File: src/rtl/spi_pkg.sv
// Shared definitions for the SPI master serial engine: FSM states, default
// sizing and the fixed bus mode (mode 0).
package spi_pkg;

   typedef enum logic [1:0] {
      IDLE  = 2'd0,
      SHIFT = 2'd1,
      DONE  = 2'd2
   } spi_state_e;

   localparam int W_SPI_DATA          = 32;
   localparam int SPI_CLK_DIV_DEFAULT = 4;

   // Mode is fixed; these only record the bus polarity/phase the engine implements.
   localparam logic CPOL = 1'b0;
   localparam logic CPHA = 1'b0;

endpackage

File: src/rtl/spi_clk_div.sv
// SCLK generator: toggles sclk every CLK_DIV enabled clk cycles and flags the
// edge it is about to make with a one-cycle rise/fall strobe.
module spi_clk_div
   import spi_pkg::*;
#(
   parameter int CLK_DIV = SPI_CLK_DIV_DEFAULT
) (
   input  logic clk,
   input  logic rst,
   input  logic en,
   output logic sclk,
   output logic rise_stb,
   output logic fall_stb
);

   localparam int CW = (CLK_DIV > 1) ? $clog2(CLK_DIV) : 1;

   if (CLK_DIV < 1) begin : g_bad_div
      $error("spi_clk_div: CLK_DIV must be >= 1");
   end

   logic [CW-1:0] cnt_q, cnt_d;
   logic          sclk_q, sclk_d;
   logic          tc;

   // Strobes coincide with the clk edge on which sclk_q actually toggles.
   assign tc       = en && (cnt_q == CW'(CLK_DIV - 1));
   assign rise_stb = tc && !sclk_q;
   assign fall_stb = tc && sclk_q;
   assign sclk     = sclk_q;

   always_comb begin
      cnt_d  = '0;
      sclk_d = CPOL;
      if (en) begin
         cnt_d  = tc ? '0 : cnt_q + CW'(1);
         sclk_d = tc ? ~sclk_q : sclk_q;
      end
   end

   always_ff @(posedge clk or posedge rst) begin
      if (rst) begin
         cnt_q  <= '0;
         sclk_q <= CPOL;
      end else begin
         cnt_q  <= cnt_d;
         sclk_q <= sclk_d;
      end
   end

endmodule

File: src/rtl/spi_master_xfer.sv
// SPI mode-0 master: accepts a word on a valid/ready handshake, shifts it out
// MSB-first while sampling MISO, and returns the received word with a pulse.
module spi_master_xfer
   import spi_pkg::*;
#(
   parameter int W_DATA  = W_SPI_DATA,
   parameter int CLK_DIV = SPI_CLK_DIV_DEFAULT
) (
   input  logic              clk,
   input  logic              rst,
   input  logic [W_DATA-1:0] tx_data,
   input  logic              tx_valid,
   output logic              tx_ready,
   output logic [W_DATA-1:0] rx_data,
   output logic              rx_valid,
   output logic              busy,
   output logic              sclk,
   output logic              mosi,
   input  logic              miso,
   output logic              cs_n
);

   localparam int BW = (W_DATA > 1) ? $clog2(W_DATA) : 1;

   if (W_DATA < 2) begin : g_bad_width
      $error("spi_master_xfer: W_DATA must be >= 2");
   end
   if (CPOL != 1'b0 || CPHA != 1'b0) begin : g_bad_mode
      $error("spi_master_xfer: only SPI mode 0 is implemented");
   end

   spi_state_e        state_q, state_d;
   logic [W_DATA-1:0] tx_sr_q, tx_sr_d;
   logic [W_DATA-1:0] rx_sr_q, rx_sr_d;
   logic [W_DATA-1:0] rx_data_q, rx_data_d;
   logic [BW-1:0]     bit_q, bit_d;
   logic              mosi_q, mosi_d;
   logic              rx_valid_q, rx_valid_d;
   logic              tx_ready_q, tx_ready_d;
   logic              busy_q, busy_d;
   logic              cs_n_q, cs_n_d;
   logic              div_en, rise_stb, fall_stb;

   assign div_en = (state_q == SHIFT);

   spi_clk_div #(
      .CLK_DIV (CLK_DIV)
   ) u_clk_div (
      .clk      (clk),
      .rst      (rst),
      .en       (div_en),
      .sclk     (sclk),
      .rise_stb (rise_stb),
      .fall_stb (fall_stb)
   );

   always_comb begin
      state_d    = state_q;
      tx_sr_d    = tx_sr_q;
      rx_sr_d    = rx_sr_q;
      rx_data_d  = rx_data_q;
      bit_d      = bit_q;
      mosi_d     = mosi_q;
      rx_valid_d = 1'b0;
      unique case (state_q)
         IDLE: begin
            if (tx_valid) begin
               tx_sr_d = tx_data;
               mosi_d  = tx_data[W_DATA-1];
               bit_d   = '0;
               state_d = SHIFT;
            end
         end
         SHIFT: begin
            if (rise_stb) begin
               rx_sr_d = {rx_sr_q[W_DATA-2:0], miso};
            end
            // bit_q indexes the bit on the wire; its falling edge closes that bit.
            if (fall_stb) begin
               if (bit_q == BW'(W_DATA - 1)) begin
                  rx_data_d  = rx_sr_q;
                  rx_valid_d = 1'b1;
                  mosi_d     = 1'b0;
                  bit_d      = '0;
                  state_d    = DONE;
               end else begin
                  tx_sr_d = tx_sr_q << 1;
                  mosi_d  = tx_sr_d[W_DATA-1];
                  bit_d   = bit_q + BW'(1);
               end
            end
         end
         DONE:    state_d = IDLE;
         default: state_d = IDLE;
      endcase
      // Status outputs are registered copies of the upcoming state.
      tx_ready_d = (state_d == IDLE);
      busy_d     = (state_d != IDLE);
      cs_n_d     = (state_d != SHIFT);
   end

   always_ff @(posedge clk or posedge rst) begin
      if (rst) begin
         state_q    <= IDLE;
         tx_sr_q    <= '0;
         rx_sr_q    <= '0;
         rx_data_q  <= '0;
         bit_q      <= '0;
         mosi_q     <= 1'b0;
         rx_valid_q <= 1'b0;
         tx_ready_q <= 1'b1;
         busy_q     <= 1'b0;
         cs_n_q     <= 1'b1;
      end else begin
         state_q    <= state_d;
         tx_sr_q    <= tx_sr_d;
         rx_sr_q    <= rx_sr_d;
         rx_data_q  <= rx_data_d;
         bit_q      <= bit_d;
         mosi_q     <= mosi_d;
         rx_valid_q <= rx_valid_d;
         tx_ready_q <= tx_ready_d;
         busy_q     <= busy_d;
         cs_n_q     <= cs_n_d;
      end
   end

   assign tx_ready = tx_ready_q;
   assign rx_data  = rx_data_q;
   assign rx_valid = rx_valid_q;
   assign busy     = busy_q;
   assign mosi     = mosi_q;
   assign cs_n     = cs_n_q;

endmodule

File: config.mk
export PLATFORM = sky130hd
export DESIGN_NAME = spi_master_xfer
export DESIGN_NICKNAME = d
export VERILOG_FILES = /design/src/rtl/spi_pkg.sv /design/src/rtl/spi_clk_div.sv /design/src/rtl/spi_master_xfer.sv
export SDC_FILE = /design/constraint.sdc
export NUM_CORES = 1
export LEC_CHECK = 0
export CORE_MARGIN = 4
export CORE_UTILIZATION = 35
export DETAILED_ROUTE_END_ITERATION = 12
export HOLD_SLACK_MARGIN = 0.1
export MAX_ROUTING_LAYER = met4
export PLACE_DENSITY = 0.64
export SLEW_MARGIN = 30
export SYNTH_ARGS = -nofsm -noshare
export SYNTH_HDL_FRONTEND = slang
export SYNTH_HIERARCHICAL = 1
export SYNTH_SLANG_ARGS = --single-unit
export TNS_END_PERCENT = 30
File: constraint.sdc
create_clock -name clk -period 4.2 [get_ports clk]
set_input_delay 0.84 -clock clk [delete_from_list [all_inputs] [get_ports clk]]
set_output_delay 0.84 -clock clk [all_outputs]
set_load 0.005 [all_outputs]
==> flow_summary_export.csv <==
group,metric,value,unit
clock_tree,clk_path_buf_depth,2,
detailed_routing,vias,2573,
detailed_routing,drt-total-wl,8.45,mm
die,core-area,12900,sq um
sta,setup_viol,0,
global_routing,grt_pass1_vias,2820,
yosys,synthArstFlopShare,100,%
yosys,syn_nets,342,
worst_hold_path,hold_start,"u_clk_div/cnt_q[0]",
die,num_rows,41,
critical_path,critPathArrivalTime,2.97,ns
critical_path,path_class,"reg -> reg",
placed_design,gp_congestion,0.697,
clock_tree,numCtsBuffers,9,
pwr,power.leakage,2.69,nW
detailed_routing,route.detailed.drc,0,
yosys,yosys_most_used_dff,"dfrtp_1",
global_routing,grt_max_degree,64,
clock_tree,cts_num_sinks,110,
die,io_pins,74,
die,die_w,124,um
yosys,synth.cell_area,4680,sq um
clock_tree,cts_setup_buffers,0,
sta,period_share,65.2,%
sta,max_freq,0.365,GHz
critical_path,cp_max_fo,29,
layout,syn_to_final_growth,25.0,%
critical_path,start_kind,"flip-flop",
sta,finClkSkew,0.00538,ns
clock_tree,holdBufCountCts,0,
placed_design,post-place-ws,1.35,ns
yosys,ys_warn_count,6,
sta,rsz0062_at_grt,"no",
die,start_util,36.4,%
detailed_routing,first_iter_violations,53,
pwr,power_density,513,nW/um^2
global_routing,antenna_found_initial,0,
sta,tightest_slew,0.792,ns
yosys,ys_ff_latch,110,
global_routing,gr-usage-all-layers,12.1,%
global_routing,globalRouteOverflowTotal,0,
critical_path,critical_path.startpoint,"bit_q[0]",
layout,final_cell_area,5850,sq um
worst_hold_path,hold_class,"reg -> reg",
clock_tree,clock_latency,0.34,ns
yosys,syn_area_per_cell,15.5,sq um
layout,finalNetCount,416,
layout,diodes,0,
yosys,synthCells,303,
critical_path,r2r-start,"bit_q[0]",
die,dieArea,15300,sq um
global_routing,grt_pass1_wl,14.0,mm
yosys,synthDistinctLibCells,35,
sta,layout_min_cycle_time,2.74,ns
clock_tree,clk_pin_slew_worst_paths,0.07,ns
detailed_routing,antenna_left,0,
clock_tree,ctsResizeCount,0,
layout,drive_gt1_share,33.5,%
clock_tree,cts_root_buf,"clkbuf_16",
sta,finalHoldViolCount,0,
yosys,synth_seq_area_share,58.8,%
pwr,max-vdd-ir-drop,0.218,mV
yosys,synth_edf_count,0,
detailed_routing,via_per_inst,4.64,
detailed_routing,first_pass_iters,4,
clock_tree,htreeDepth,3,
placed_design,dp_hpwl,5.45,mm
critical_path,cp-end-kind,"flip-flop",
sta,setup-tns-final,0,ns
detailed_routing,wire_per_inst,15.3,um
flow_run,drv_cap,0,
layout,final_common_cell,"dfrtp_1",
run_status,outcome,"finished clean",
sta,drv_slew,0,
sta,layout_setup_ws,1.46,ns
placed_design,post_dp_cell_area,5540,sq um
sta,slew_headroom,47.2,%
layout,layout_common_cells,"dfrtp_1 (108), mux2_2 (91), clkdlybuf4s50_1 (73), mux2_1 (27)",
placed_design,port_buffers,73,
die,fp.dieH,124,um
clock_tree,cts_tree,"built",
critical_path,cp_data_required_time,4.43,ns
sta,fin_hold_ws,0.446,ns
layout,fillers,1173,
-- synth_stat cells, types with 3 or more instances --
| cell type | instances | area (sq um) |
|---|---|---|
| ha_1 | 3 | 37.5 |
| mux2_1 | 27 | 304 |
| nor2b_1 | 6 | 37.5 |
| buf_2 | 6 | 30.0 |
| nand2_1 | 6 | 22.5 |
| mux2i_1 | 3 | 30.0 |
| inv_1 | 10 | 37.5 |
| mux2_4 | 9 | 135 |
| dfrtp_1 | 108 | 2700 |
| buf_6 | 5 | 56.3 |
| mux2_2 | 91 | 1020 |
-- metal layers --
metal  up-vias  wire length (um)  GRT usage [%]
met3        10               409           3.22
met2        56              3900           18.1
met4         0               146           5.19
met1      1302              4000           15.7
met5         -                 0              -
li1       1205                 -              -
-- power by group --
| part | leakage [nW] | internal (W) | switching [W] | total [W] |
|---|---|---|---|---|
| clock | 0.150 | 0.000480 | 0.000376 | 0.000856 |
| sequential | 1.42 | 0.00130 | 0.000135 | 0.00144 |
| combinational | 1.11 | 0.000449 | 0.000257 | 0.000706 |
| total | 2.69 | 0.00223 | 0.000768 | 0.00300 |
-- state kept, by name, indices dropped and copies added, names as in the netlist, 2 cells and up --
signal	count
rx_data	32
rx_sr_q	32
tx_sr_q	31
bit_q	5
state_q	2
u_clk_div/cnt_q	2
-- path summary, 6_finish.rpt --
path	end	slack, ns	cells past startpoint
setup reg to reg	rx_data[26]	1.46	7
min in group asynchronous	u_clk_div/cnt_q[0]	0.77	2
max in group asynchronous	cs_n	2.28	3
setup / recovery	rx_data[26]	1.46	7
hold reg to reg	u_clk_div/cnt_q[0]	0.45	1
hold / removal	u_clk_div/cnt_q[0]	0.45	1
-- kinds of logic after synthesis --
logic type / Yosys count / synth area share (%)
compound gates: 7 / 1.02
simple gates: 27 / 3.50
flops: 110 / 58.8
buf+inv: 25 / 3.77
fa+ha+maj: 3 / 0.802
xor+xnor: 1 / 0.187
mux: 130 / 31.9
-- stage by stage --
step | instances | util, % | total power [W]
2_1_floorplan | 303 | - | 0.00197
3_3_place_gp | 537 | 43.0 | 0.00214
3_5_place_dp | 537 | 43.0 | 0.00217
4_1_cts | 553 | 45.4 | 0.00304
5_1_grt | 554 | 45.5 | 0.00319
6_report | 554 | 45.5 | 0.00300
-- cell type report --
class / instances / area [sq um] / area share [%]
Multi-Input combinational cell: 168 / 1770 / 30.2
Inverter: 11 / 45.0 / 0.769
Clock inverter: 5 / 57.6 / 0.983
Sequential cell: 110 / 2760 / 47.1
Clock buffer: 11 / 243 / 4.15
Tap cell: 172 / 215 / 3.68
Timing Repair Buffer: 77 / 768 / 13.1
-- worst max-delay path: stages, from the launching register on --
cell and delay, ns:
dfrtp_1 0.42, ha_1 0.24, and3_1 0.16, ha_1 0.27, nand3_1 0.11, or2_1 0.33, clkinv_2 0.58, mux2_2 0.48
Power figures use the tool's default switching activity.
